### src/rtl/frame_sequencer.sv
`default_nettype none
// ============================================================================
// frame_sequencer : camera bring-up, SOF alignment and timed pipeline flush.
// Optional SOF watchdog in RUN: define FRAME_SEQ_SOF_WDT_EN.
// Revision: 1.0
// ============================================================================
module frame_sequencer #(
  parameter int CFG_TIMEOUT  = 12500000,
  parameter int MAX_RETRIES  = 3,
  parameter int FLUSH_CYCLES = 16,
  parameter int SW_STABLE    = 1024
`ifdef FRAME_SEQ_SOF_WDT_EN
  , parameter int WDT_CYCLES = 25000000
`endif
) (
  input  logic       i_sysclk,
  input  logic       db_rstn,
  input  logic       i_sof,
  input  logic       i_cfg_done,
  input  logic       i_sw_gaussian,
  output logic       o_cfg_start,
  output logic       o_gaussian_enable,
  output logic       o_pipe_flush,
  output logic       o_running,
  output logic       o_cfg_err,
  output logic [3:0] o_status_leds
);

  localparam int TO_W = (CFG_TIMEOUT  > 1) ? $clog2(CFG_TIMEOUT)  : 1;
  localparam int FL_W = (FLUSH_CYCLES > 1) ? $clog2(FLUSH_CYCLES) : 1;
  localparam int SB_W = (SW_STABLE    > 1) ? $clog2(SW_STABLE)    : 1;
  localparam int RT_W = $clog2(MAX_RETRIES + 1) + 1;

  localparam logic [TO_W-1:0] TO_MAX = TO_W'(CFG_TIMEOUT - 1);
  localparam logic [FL_W-1:0] FL_MAX = FL_W'(FLUSH_CYCLES - 1);
  localparam logic [SB_W-1:0] SB_MAX = SB_W'(SW_STABLE - 1);
  localparam logic [RT_W-1:0] RT_MAX = RT_W'(MAX_RETRIES);

  typedef enum logic [2:0] {
    IDLE      = 3'd0,
    CFG_START = 3'd1,
    CFG_WAIT  = 3'd2,
    SYNC_WAIT = 3'd3,
    FLUSH     = 3'd4,
    RUN       = 3'd5,
    FAULT     = 3'd6
  } state_t;

  state_t          state_q,     state_d;
  logic            sw_meta_q,   sw_meta_d;
  logic            sw_sync_q,   sw_sync_d;
  logic            sw_filt_q,   sw_filt_d;
  logic [SB_W-1:0] stab_q,      stab_d;
  logic            cfg_done_q,  cfg_done_d;
  logic [TO_W-1:0] timeout_q,   timeout_d;
  logic [RT_W-1:0] retry_q,     retry_d;
  logic [FL_W-1:0] flush_cnt_q, flush_cnt_d;
  logic            cfg_start_q, cfg_start_d;
  logic            gauss_q,     gauss_d;
  logic            flush_q,     flush_d;
  logic            running_q,   running_d;
  logic            config_q,    config_d;
  logic            cfg_err_q,   cfg_err_d;
`ifdef FRAME_SEQ_SOF_WDT_EN
  localparam int WD_W = (WDT_CYCLES > 1) ? $clog2(WDT_CYCLES) : 1;
  localparam logic [WD_W-1:0] WD_MAX = WD_W'(WDT_CYCLES - 1);
  logic [WD_W-1:0] wdt_q, wdt_d;
`endif

  logic cfg_rise;
  logic change_pending;

  assign cfg_rise       = i_cfg_done & ~cfg_done_q;
  assign change_pending = (sw_filt_q != gauss_q);

  always_comb begin
    sw_meta_d   = i_sw_gaussian;
    sw_sync_d   = sw_meta_q;
    cfg_done_d  = i_cfg_done;
    sw_filt_d   = sw_filt_q;
    stab_d      = '0;
    state_d     = state_q;
    timeout_d   = timeout_q;
    retry_d     = retry_q;
    flush_cnt_d = flush_cnt_q;
    cfg_start_d = 1'b0;
    gauss_d     = gauss_q;
    flush_d     = flush_q;
    running_d   = running_q;
    config_d    = config_q;
    cfg_err_d   = cfg_err_q;
`ifdef FRAME_SEQ_SOF_WDT_EN
    wdt_d       = '0;
`endif

    // Counter only runs while the synchronised switch disagrees with the accepted value
    if (sw_sync_q != sw_filt_q) begin
      if (stab_q == SB_MAX) begin
        sw_filt_d = sw_sync_q;
      end else begin
        stab_d = stab_q + 1'b1;
      end
    end

    case (state_q)
      IDLE: begin
        state_d     = CFG_START;
        cfg_start_d = 1'b1;
      end
      CFG_START: begin
        state_d   = CFG_WAIT;
        timeout_d = '0;
      end
      CFG_WAIT: begin
        if (cfg_rise) begin
          config_d = 1'b1;
          state_d  = SYNC_WAIT;
        end else if (timeout_q == TO_MAX) begin
          if (retry_q < RT_MAX) begin
            retry_d     = retry_q + 1'b1;
            state_d     = CFG_START;
            cfg_start_d = 1'b1;
          end else begin
            state_d   = FAULT;
            cfg_err_d = 1'b1;
          end
        end else begin
          timeout_d = timeout_q + 1'b1;
        end
      end
      SYNC_WAIT: begin
        if (i_sof) begin
          state_d     = FLUSH;
          flush_cnt_d = '0;
          flush_d     = 1'b1;
          gauss_d     = sw_filt_q;
        end
      end
      FLUSH: begin
        if (flush_cnt_q == FL_MAX) begin
          state_d   = RUN;
          flush_d   = 1'b0;
          running_d = 1'b1;
        end else begin
          flush_cnt_d = flush_cnt_q + 1'b1;
        end
      end
      RUN: begin
        if (i_sof && change_pending) begin
          state_d     = FLUSH;
          flush_cnt_d = '0;
          flush_d     = 1'b1;
          gauss_d     = sw_filt_q;
          running_d   = 1'b0;
        end
`ifdef FRAME_SEQ_SOF_WDT_EN
        else if (!i_sof) begin
          if (wdt_q == WD_MAX) begin
            // Lost frames: restart the whole configuration with a fresh retry budget
            state_d     = CFG_START;
            cfg_start_d = 1'b1;
            config_d    = 1'b0;
            running_d   = 1'b0;
            retry_d     = '0;
          end else begin
            wdt_d = wdt_q + 1'b1;
          end
        end
`endif
      end
      FAULT: begin
        cfg_err_d = 1'b1;
      end
      default: begin
        state_d = IDLE;
      end
    endcase
  end

  always_ff @(posedge i_sysclk or negedge db_rstn) begin
    if (!db_rstn) begin
      state_q     <= IDLE;
      sw_meta_q   <= 1'b0;
      sw_sync_q   <= 1'b0;
      sw_filt_q   <= 1'b0;
      stab_q      <= '0;
      cfg_done_q  <= 1'b0;
      timeout_q   <= '0;
      retry_q     <= '0;
      flush_cnt_q <= '0;
      cfg_start_q <= 1'b0;
      gauss_q     <= 1'b0;
      flush_q     <= 1'b0;
      running_q   <= 1'b0;
      config_q    <= 1'b0;
      cfg_err_q   <= 1'b0;
`ifdef FRAME_SEQ_SOF_WDT_EN
      wdt_q       <= '0;
`endif
    end else begin
      state_q     <= state_d;
      sw_meta_q   <= sw_meta_d;
      sw_sync_q   <= sw_sync_d;
      sw_filt_q   <= sw_filt_d;
      stab_q      <= stab_d;
      cfg_done_q  <= cfg_done_d;
      timeout_q   <= timeout_d;
      retry_q     <= retry_d;
      flush_cnt_q <= flush_cnt_d;
      cfg_start_q <= cfg_start_d;
      gauss_q     <= gauss_d;
      flush_q     <= flush_d;
      running_q   <= running_d;
      config_q    <= config_d;
      cfg_err_q   <= cfg_err_d;
`ifdef FRAME_SEQ_SOF_WDT_EN
      wdt_q       <= wdt_d;
`endif
    end
  end

  assign o_cfg_start       = cfg_start_q;
  assign o_gaussian_enable = gauss_q;
  assign o_pipe_flush      = flush_q;
  assign o_running         = running_q;
  assign o_cfg_err         = cfg_err_q;
  assign o_status_leds     = {cfg_err_q, gauss_q, running_q, config_q};

endmodule
`default_nettype wire
### config.mk
export PLATFORM = sky130hd
export DESIGN_NAME = frame_sequencer
export DESIGN_NICKNAME = d
export VERILOG_FILES = /design/src/rtl/frame_sequencer.sv
export SDC_FILE = /design/constraint.sdc
export NUM_CORES = 1
export LEC_CHECK = 0
export ABC_AREA = 1
export BUFFER_PORTS_ARGS = -buffer_cell sky130_fd_sc_hd__buf_2
export CAP_MARGIN = 20
export CORE_UTILIZATION = 35
export DETAILED_ROUTE_END_ITERATION = 10
export SLEW_MARGIN = 20
export SYNTH_ARGS = -nofsm -noshare
export SYNTH_HDL_FRONTEND = slang
export SYNTH_SLANG_ARGS = --single-unit
export TNS_END_PERCENT = 5
### constraint.sdc
create_clock -name i_sysclk -period 4 [get_ports i_sysclk]
set_input_delay 0.8 -clock i_sysclk [delete_from_list [all_inputs] [get_ports i_sysclk]]
set_output_delay 0.8 -clock i_sysclk [all_outputs]
set_load 0.01 [all_outputs]
==> results.sh <==
export IMPL_status="finished, final reports clean"
export IMPL_max_cap_violations=0
export IMPL_holdBufCountCts=0
export IMPL_clk_insertion_delay_late_ps=320
export IMPL_wl_per_cell_um=11.3
export IMPL_hold_start="sw_meta_q$_DFF_PN0_"
export IMPL_ctsResizeCount=0
export IMPL_postCtsSetupBuffers=0
export IMPL_drive_gt1_share_pct=9.44
export IMPL_postLayoutCoreUtil_pct=39.2
export IMPL_hp_class="reg -> reg"
export IMPL_yosys_warnings=0
export IMPL_yosysTopAreaCellShare_pct=42.3
export IMPL_ir_drop_uv=174
export IMPL_arrival_ps=2220
export IMPL_cts_sinks=54
export IMPL_start_util_pct=36.5
export IMPL_critPathLaunchType="register"
export IMPL_grt_total_usage_pct=15.0
export IMPL_hpwlAfterDp_um=4830
export IMPL_grt_max_degree=32
export IMPL_leakage_nw=1.57
export IMPL_p_per_area_nw_per_um2=416
export IMPL_gp_congestion=0.925
export IMPL_finalSetupTns_ps=0
export IMPL_io_pins=14
export IMPL_synth_area_um2=3190
export IMPL_rr_startpoint="state_q[0]$_DFFE_PN0P_"
export IMPL_die_area_um2=9510
export IMPL_via_per_inst=4.63
export IMPL_fmax_mhz=510
export IMPL_whs_path_depth=0
export IMPL_drc=0
export IMPL_reg2reg_slack_ps=2040
export IMPL_synth_cell_types=32
export IMPL_cts_tree="yes"
export IMPL_synth_nets=462
export IMPL_syn_to_final_growth_pct=7.56
export IMPL_num_vias=2656
export IMPL_core_um2=8760
export IMPL_fin_nets=474
export IMPL_post_route_min_period_ps=1960
export IMPL_required_ps=4250
export IMPL_grt_pass1_vias=2614
export IMPL_dr_pass1_iters=4
export IMPL_final_max_slew_violation_count=0
export IMPL_yosys_area_top_type="dfrtp_1"
export IMPL_rsz0062_at_grt="false"
export IMPL_clk_pin_slew_ps=110
export IMPL_r2r_end="timeout_q[12]$_DFFE_PN0P_"
export IMPL_drt_iter0_markers=135
export IMPL_ys_ff_latch=54
export IMPL_antenna_found_initial=0
export IMPL_critical_path_class="reg -> reg"
export IMPL_fin_crit_sh_pct=49.1
export IMPL_die_y_um=97.5
export IMPL_routed_wl_um=6510
export IMPL_finalHoldViolations=0
export IMPL_ant_nets=0
export IMPL_finalSetupViolCount=0
export IMPL_min_to="sw_sync_q$_DFF_PN0_"
export IMPL_synth_seq_area_share_pct=42.3
export IMPL_cp_end_kind="register"
export IMPL_synth_area_leaders="dfrtp_1 (42%), nand2_1 (20%), nor2_1 (9.6%)"
export IMPL_num_rows=34
export IMPL_cts_root_buf="clkbuf_8"
export IMPL_tightest_slew_ps=672
export IMPL_synth_area_per_cell_um2=7.05
export IMPL_ff2ff_path_depth=8
export IMPL_io_buffers=13
export IMPL_diodes=0
export IMPL_crit_fanout=25
export IMPL_skew_ps=9.59
export IMPL_syn_inst=453
export IMPL_die_w_um=97.5
export IMPL_grt_pass1_wl_um=11900
export IMPL_cts_buffer_depth=2
export IMPL_numCtsBuffers=5
export IMPL_htree_levels=2
export IMPL_relSlewSlack_pct=55.2
export IMPL_grt_ovfl_total=0
[power breakdown]
part / switching (mW) / leakage (nW) / internal, mW / total (mW)
Combinational: 0.326 / 0.809 / 0.132 / 0.458
Clock: 0.199 / 0.0467 / 0.130 / 0.330
Sequential: 0.0462 / 0.715 / 0.595 / 0.642
Total: 0.572 / 1.57 / 0.858 / 1.43
[per-layer routing]
metal | vias up | share of wire, % | track usage [%] | routed length [µm]
met1 | 1206 | 51 | 20.4 | 3300
met4 | 0 | 1.5 | 4.64 | 96
li1 | 1420 | - | - | -
met2 | 23 | 46 | 24.6 | 2980
met3 | 7 | 1.9 | 2.16 | 125
met5 | - | 0 | 0 | 0
[Yosys cell counts (all sizes together)]
cell type,instances
buf,8
xnor2,12
nand3,24
nand3b,1
nor3,4
or2,1
xor2,9
dfrtp,54
nand4,5
nor3b,2
ha,4
o21ai,8
clkinv,2
a31o,1
o21a,2
inv,39
nand2,177
clkbuf,2
a21oi,7
nor2,90
a21o,1
[area by class of cell]
cell class,instances,area (µm²)
clock buffer,5,68.8
clock inverter,3,27.5
fill,930,5330
inverter,41,155
multi-input combinational,348,1620
sequential,54,1350
tap,108,135
timing repair buffer,15,80.1
[placed cells by master (no fill, tap or decap), drive strengths merged]
cell	synthesis	final
nand4	5	5
nor3	4	4
nor3b	2	2
xor2	9	9
a21oi	7	7
ha	4	4
or2	1	1
clkinvlp	0	1
nand3	24	24
xnor2	12	12
o21a	2	2
a21o	1	1
nor2	90	90
o21ai	8	8
clkinv	2	2
a31o	1	1
dfrtp	54	54
buf	8	15
clkbuf	2	5
nand3b	1	1
inv	39	41
nand2	177	177
[worst max-delay path by stage]
stage | start | endpoint | cells past startpoint
floorplan | i_cfg_done | timeout_q[17]$_DFFE_PN0P_ | 8
global placement | i_cfg_done | timeout_q[18]$_DFFE_PN0P_ | 9
detailed placement | i_cfg_done | timeout_q[18]$_DFFE_PN0P_ | 9
CTS | state_q[0]$_DFFE_PN0P_ | timeout_q[12]$_DFFE_PN0P_ | 8
global route | state_q[0]$_DFFE_PN0P_ | timeout_q[14]$_DFFE_PN0P_ | 8
finish | state_q[0]$_DFFE_PN0P_ | timeout_q[12]$_DFFE_PN0P_ | 8
[state kept, by name, summed over array words and instances (netlist names)]
name / cells
timeout_q: 24
state_q: 3
sw_meta_q: 1
sw_sync_q: 1
flush_cnt_q: 4
o_cfg_err: 1
stab_q: 10
o_gaussian_enable: 1
retry_q: 3
config_q: 1
sw_filt_q: 1
o_pipe_flush: 1
o_cfg_start: 1
o_running: 1
cfg_done_q: 1
[cell families (layout without fill, tap and decap cells)]
| group | after synthesis | in the layout | synth area share [%] |
|---|---|---|---|
| and+or+nand+nor | 304 | 304 | 40.0 |
| DFF | 54 | 54 | 42.3 |
| buffers and inverters | 51 | 64 | 7.05 |
| xor gates and xnor gates | 21 | 21 | 5.76 |
| AOI/OAI and AO/OA | 19 | 19 | 3.33 |
| adders and majority gates | 4 | 4 | 1.57 |
[critical path: stages, from the launching register on]
cell and delay (ps):
dfrtp_1 460, nor2_2 200, nand2_2 330, clkinv_2 260, nand2_4 80, a21oi_1 130
buf_4 270, nand2_1 90, nand2_1 70
[through the flow]
| stage | area (µm²) | power [mW] | setup slack (ps) | hold WS (ps) | instances |
|---|---|---|---|---|---|
| global route | 3440 | 1.54 | 1820 | 384 | 574 |
| floorplan | 3190 | 1.02 | 2360 | 331 | 453 |
| CTS | 3440 | 1.45 | 2040 | 375 | 574 |
| global placement | 3340 | 1.10 | 2120 | 348 | 566 |
| finish | 3440 | 1.43 | 2040 | 372 | 574 |
| detailed placement | 3340 | 1.11 | 2070 | 348 | 566 |
Power figures use the tool's default switching activity.
